## config.mk

```make
export PLATFORM = sky130hd
export DESIGN_NAME = id_fetch_buffer
export DESIGN_NICKNAME = d
export VERILOG_FILES = /design/src/rtl/id_fetch_buffer.sv
export SDC_FILE = /design/constraint.sdc
export NUM_CORES = 1
export LEC_CHECK = 0
export ABC_AREA = 1
export BUFFER_PORTS_ARGS = -buffer_cell sky130_fd_sc_hd__buf_2
export CAP_MARGIN = 10
export CELL_PAD_IN_SITES_DETAIL_PLACEMENT = 1
export CELL_PAD_IN_SITES_GLOBAL_PLACEMENT = 1
export CORE_MARGIN = 3
export CORE_UTILIZATION = 49
export CTS_BUF_LIST = sky130_fd_sc_hd__clkbuf_4
export DETAILED_ROUTE_END_ITERATION = 10
export GPL_TIMING_DRIVEN = 0
export MAX_ROUTING_LAYER = met4
export PLACE_DENSITY_LB_ADDON = 0.1
export SLEW_MARGIN = 5
export SYNTH_ARGS = -nofsm -noshare
export SYNTH_HDL_FRONTEND = slang
export SYNTH_SLANG_ARGS = --single-unit
export TNS_END_PERCENT = 50
```

## constraint.sdc

```tcl
create_clock -name clk -period 5.5 [get_ports clk]
set_input_delay 1.1 -clock clk [delete_from_list [all_inputs] [get_ports clk]]
set_output_delay 1.1 -clock clk [all_outputs]
set_load 0.05 [all_outputs]
```

## src/rtl/id_fetch_buffer.sv

```systemverilog
// id_fetch_buffer: instruction buffer between IF and the decoder.
// Each accepted SRAM read reserves one slot. Its response is written one
// cycle later together with the PC of the read. Entries wait here while ID
// is stalled, and a taken branch (flush) drops everything buffered or
// still in flight.
//
// Handshakes (valid/ready): a transfer happens on a rising edge where both
// valid and ready are high and flush is low. ready never depends
// combinationally on valid. req_ready and out_valid come only from
// registered state. Once valid is presented it may be withdrawn only by a
// flush.
module id_fetch_buffer #(
    parameter int DEPTH  = 4,
    parameter int PC_W   = 32,
    parameter int INST_W = 32,
    parameter int CNT_W  = $clog2(DEPTH + 1)
) (
    input  logic              clk,
    input  logic              rst,
    input  logic              flush,
    input  logic              req_valid,
    input  logic [PC_W-1:0]   req_pc,
    output logic              req_ready,
    input  logic [INST_W-1:0] inst_sram_rdata,
    output logic              out_valid,
    output logic [PC_W-1:0]   out_pc,
    output logic [INST_W-1:0] out_inst,
    input  logic              out_ready,
    output logic [CNT_W-1:0]  count
);

    localparam int PTR_W = $clog2(DEPTH);
    localparam logic [CNT_W:0] DEPTH_OCC = (CNT_W + 1)'(DEPTH);

    logic [PC_W-1:0]   pc_mem   [DEPTH];
    logic [INST_W-1:0] inst_mem [DEPTH];

    logic [PTR_W-1:0] head_ptr;
    logic [PTR_W-1:0] tail_ptr;
    logic [CNT_W-1:0] count_q;
    logic [CNT_W-1:0] count_next;
    logic             inflight;
    logic [PC_W-1:0]  pend_pc;
    logic [CNT_W:0]   occupancy;
    logic             accept;
    logic             push;
    logic             pop;

    // Slots in use, including the one held for an outstanding response.
    // Counting that reserved slot means a response can never overflow.
    assign occupancy = {1'b0, count_q} + {{CNT_W{1'b0}}, inflight};
    assign req_ready = occupancy < DEPTH_OCC;

    // Flush takes priority: no accept, push or pop in a flush cycle.
    assign accept = req_valid & req_ready & ~flush;
    assign push   = inflight & ~flush;
    assign pop    = out_valid & out_ready & ~flush;

    // When the buffer is empty, the head is presented as a zero bubble.
    assign out_valid = (count_q != '0);
    assign out_pc    = out_valid ? pc_mem[head_ptr]   : '0;
    assign out_inst  = out_valid ? inst_mem[head_ptr] : '0;
    assign count     = count_q;

    // Occupancy update. A push and a pop together leave it unchanged.
    always_comb begin
        count_next = count_q;
        case ({push, pop})
            2'b10:   count_next = count_q + CNT_W'(1);
            2'b01:   count_next = count_q - CNT_W'(1);
            default: count_next = count_q;
        endcase
    end

    // Pointer, occupancy and in-flight tracking. Flush clears it all.
    always_ff @(posedge clk or posedge rst) begin
        if (rst) begin
            head_ptr <= '0;
            tail_ptr <= '0;
            count_q  <= '0;
            inflight <= 1'b0;
            pend_pc  <= '0;
        end else begin
            inflight <= accept;
            if (accept) begin
                pend_pc <= req_pc;
            end
            if (flush) begin
                head_ptr <= '0;
                tail_ptr <= '0;
                count_q  <= '0;
            end else begin
                if (push) begin
                    tail_ptr <= tail_ptr + PTR_W'(1);
                end
                if (pop) begin
                    head_ptr <= head_ptr + PTR_W'(1);
                end
                count_q <= count_next;
            end
        end
    end

    // Entry storage. It is not reset because validity is tracked by count.
    always_ff @(posedge clk) begin
        if (push) begin
            pc_mem[tail_ptr]   <= pend_pc;
            inst_mem[tail_ptr] <= inst_sram_rdata;
        end
    end

endmodule
```

==> summary by stage <==
GRT
The number of antenna violations at the first check in global routing is 2. The overall global routing resource usage is 0.251. Entering global routing, the biggest net connects 31 pins. The number of global-route vias before repair is 9024.

For this run the aggregate overflow at the end of global routing stands at 0. The first-pass GRT wire length is 48.2 mm.

Layout
Summing all non-filler instances in the final layout gives an area of 13900 µm². The filler cell count is 2471. Of the cells placed in the final design, the portion with a size suffix greater than 1 is 0.249.

The count of nets after finishing is 1254. Leaving out fill and tap cells, the most frequent cell in the layout is sky130_fd_sc_hd__nor2_1. Compared with the post-synthesis result, the final layout area differs by 20.0%. The top cell types in the final layout, fill and taps aside, are sky130_fd_sc_hd__nor2_1 (258), sky130_fd_sc_hd__edfxtp_1 (256), sky130_fd_sc_hd__buf_2 (151).

Routing
Summing over every cut layer, the via total after detailed routing is 8178. After detailed routing, the total wire length is 30.6 mm. The first-iteration detailed-routing DRC count is 533.

For this run, design rule violations remaining after detail routing come to 0. The mean number of vias per cell is 5.28. Once detail routing completed, the nets flagged for antenna violations numbered 0. The number of detailed-routing iterations run before antenna repair is 5. The detail-routed net length per standard cell is 19.8 µm.

Setup path
The worst endpoint required time is 4.40 ns. The maximum fanout along the worst path is 10. The arrival time reported for the critical path endpoint is 2.56 ns.

The minimum setup slack among reg-to-reg paths is 3.25 ns. The cell family contributing the most delay on the critical path is buffers and inverters. For the worst flop-to-flop path, the logic depth is 4. The worst setup path is captured at a primary output. The worst-path cell with the longest stage delay is sky130_fd_sc_hd__clkbuf_1. The critical path contains buffers and inverters numbering 3 combined. The worst register-to-register path begins at inflight. The type of the setup path with the least slack is flop to primary output. The signal on the critical path passes through nor2_1, nand2_2, inv_2, clkbuf_1, a21oi_1, buf_2.

The capture point of the worst reg-to-reg path is inst_mem[1][1]. On the worst path, the slowest cell contributes a delay of 0.50 ns. STA classifies the critical path startpoint as a flop.

Timing
The slew at the pin closest to its max-slew limit is 0.694 ns. The count of endpoints failing hold in the final timing report is 0. The upper clock frequency limit is 273 MHz.

Subtracting the final worst setup slack from the clock period gives 3.66 ns. The relative slew slack is 0.536. The number of max-slew violations in the final report was 0. For the final database, setup skew stands at 0.0227 ns. Setup violations remaining at the end of the flow were counted as 0.

Setup repair after global routing left no endpoint under its margin. The worst setup margin is 1.84 ns. Of the available clock period, the critical path in the final layout requires 0.666.

Placed design
The placement-stage cell area is 12900 µm². Routability-driven placement finished with a final weighted congestion of 0.745. The number of buffers inserted by port buffering is 137.

The HPWL reported at the end of detailed placement is 19.8 mm. Prior to clock tree synthesis, the placed netlist has a worst setup slack of 2.36 ns.

Flow run
Max-cap violations in this run came to 0.

Floorplan
In this run the count of I/O pins placed on the die edge is 138. For this configuration, the core starts out at a cell density of 0.506. The core outline area is 22900 µm². The number of placement rows is 55. The die covers 25500 µm². In this run the vertical extent of the chip is 160 µm. The die outline width is 160 µm.

Yosys
For this run, the register share of the synthesized area comes to 0.750. The warning count from the yosys run is 0. The cell area that synthesis handed to floorplanning was 11600 µm².

The average cell area after synthesis is 12.1 µm². Synthesis handed over a netlist of 955 instances. The count of state elements after synthesis is 296. The number of nets in the synthesized netlist is 1029. The number of library cell types mapped by synthesis is 20.

Outcome
The run finished with clean final reports.

Pwr
The overall power consumption is 5.29 mW. The power per standard cell area is 380 nW/µm². The peak ir drop on the vdd network is 0.196 mV. Summed over all cells, the static leakage comes to 5.52 nW.

Clock tree
The hold-fix buffer count after cts is 0. After clock tree synthesis, the clock-pin slew on the worst setup and hold paths is 0.07 ns. The clock buffer count from CTS is 75. CTS placed an instance of sky130_fd_sc_hd__clkbuf_4 at the clock tree root. The H-tree depth is 3. The clock latency reported for the late side of the worst-skew pair is 0.67 ns. In this run the post-CTS setup repair buffer count came out at 0. The tree built by TritonCTS fans out to 296 sinks.

The CTS tree is built. No sink is reached through more buffers than the 3 on the longest clock path. The number of resized instances in the post-cts repair step is 0.

Worst hold path
The tightest min-delay check is of the primary input to asynchronous set/reset pin type.
[cell type report]
| cell class | instances | area (µm²) | area share |
|---|---|---|---|
| well taps | 313 | 392 | 0.0282 |
| clock inverters | 18 | 120 | 0.00863 |
| multi-input cells | 587 | 2560 | 0.184 |
| plain buffers | 54 | 307 | 0.0220 |
| repair buffers | 148 | 921 | 0.0662 |
| inverters | 18 | 67.6 | 0.00486 |
| clock buffers | 114 | 856 | 0.0615 |
| diodes | 2 | 5.00 | 0.000360 |
| flip-flops and latches | 296 | 8690 | 0.625 |
[how the worst max path moves through the flow]
stage              from              to  slack, ns  depth (start not counted)
2_1_floorplan     flush  inst_mem[0][0]       1.00                          3
5_1_grt        count[0]      out_pc[16]       1.59                          6
4_1_cts        count[0]      out_pc[29]       1.74                          6
6_report       count[0]      out_pc[10]       1.84                          6
3_3_place_gp      flush  inst_mem[2][7]      -1.49                          4
3_5_place_dp      flush  inst_mem[1][3]       2.36                          6
[metal layers]
| metal | up-vias | GRT usage | part of all wire |
|---|---|---|---|
| met2 | 273 | 0.429 | 0.51 |
| met1 | 4057 | 0.303 | 0.41 |
| li1 | 3807 | - | - |
| met4 | 0 | 0.0793 | 0.017 |
| met5 | - | - | 0 |
| met3 | 41 | 0.0516 | 0.056 |
[flip-flops by register name, indices dropped and copies added, names as in the netlist]
name      count
count         3
head_ptr      2
inflight      1
inst_mem    128
pc_mem      128
pend_pc      32
tail_ptr      2
[stage by stage]
stage | hold WS [ns] | utilization | cells | setup TNS, ns
floorplan | 0.476 | - | 955 | 0
global placement | 0.494 | 0.553 | 1405 | -362.45
detailed placement | 0.505 | 0.564 | 1416 | 0
CTS | 0.336 | 0.607 | 1548 | 0
global route | 0.345 | 0.607 | 1550 | 0
finish | 0.383 | 0.607 | 1550 | 0
[cell families (layout without fill, tap and decap cells)]
logic type	Yosys count	in the layout	synth area share
simple gates	382	382	0.125
flops	296	296	0.750
compound gates	199	199	0.0859
buf+inv	72	352	0.0323
fa+ha+maj	5	5	0.00605
xor+xnor	1	1	0.000756
other cells	0	2	0
[synth_stat cells (all sizes together)]
library cell / instances / area share
dfrtp: 40 / 0.086
o21ai: 132 / 0.057
ha: 4 / 0.0043
buf: 37 / 0.021
clkbuf: 17 / 0.0055
nand3: 8 / 0.0039
edfxtp: 256 / 0.66
inv: 18 / 0.0058
xnor2: 1 / 0.00076
fa: 1 / 0.0017
nor2: 262 / 0.085
nand2: 112 / 0.036
a21oi: 67 / 0.029
[power breakdown]
group          switching (mW)  internal (mW)
registers              0.0593           2.54
logic                   0.614          0.186
clock network           0.856           1.04
Note: power is estimated with default switching activity, not from simulation.
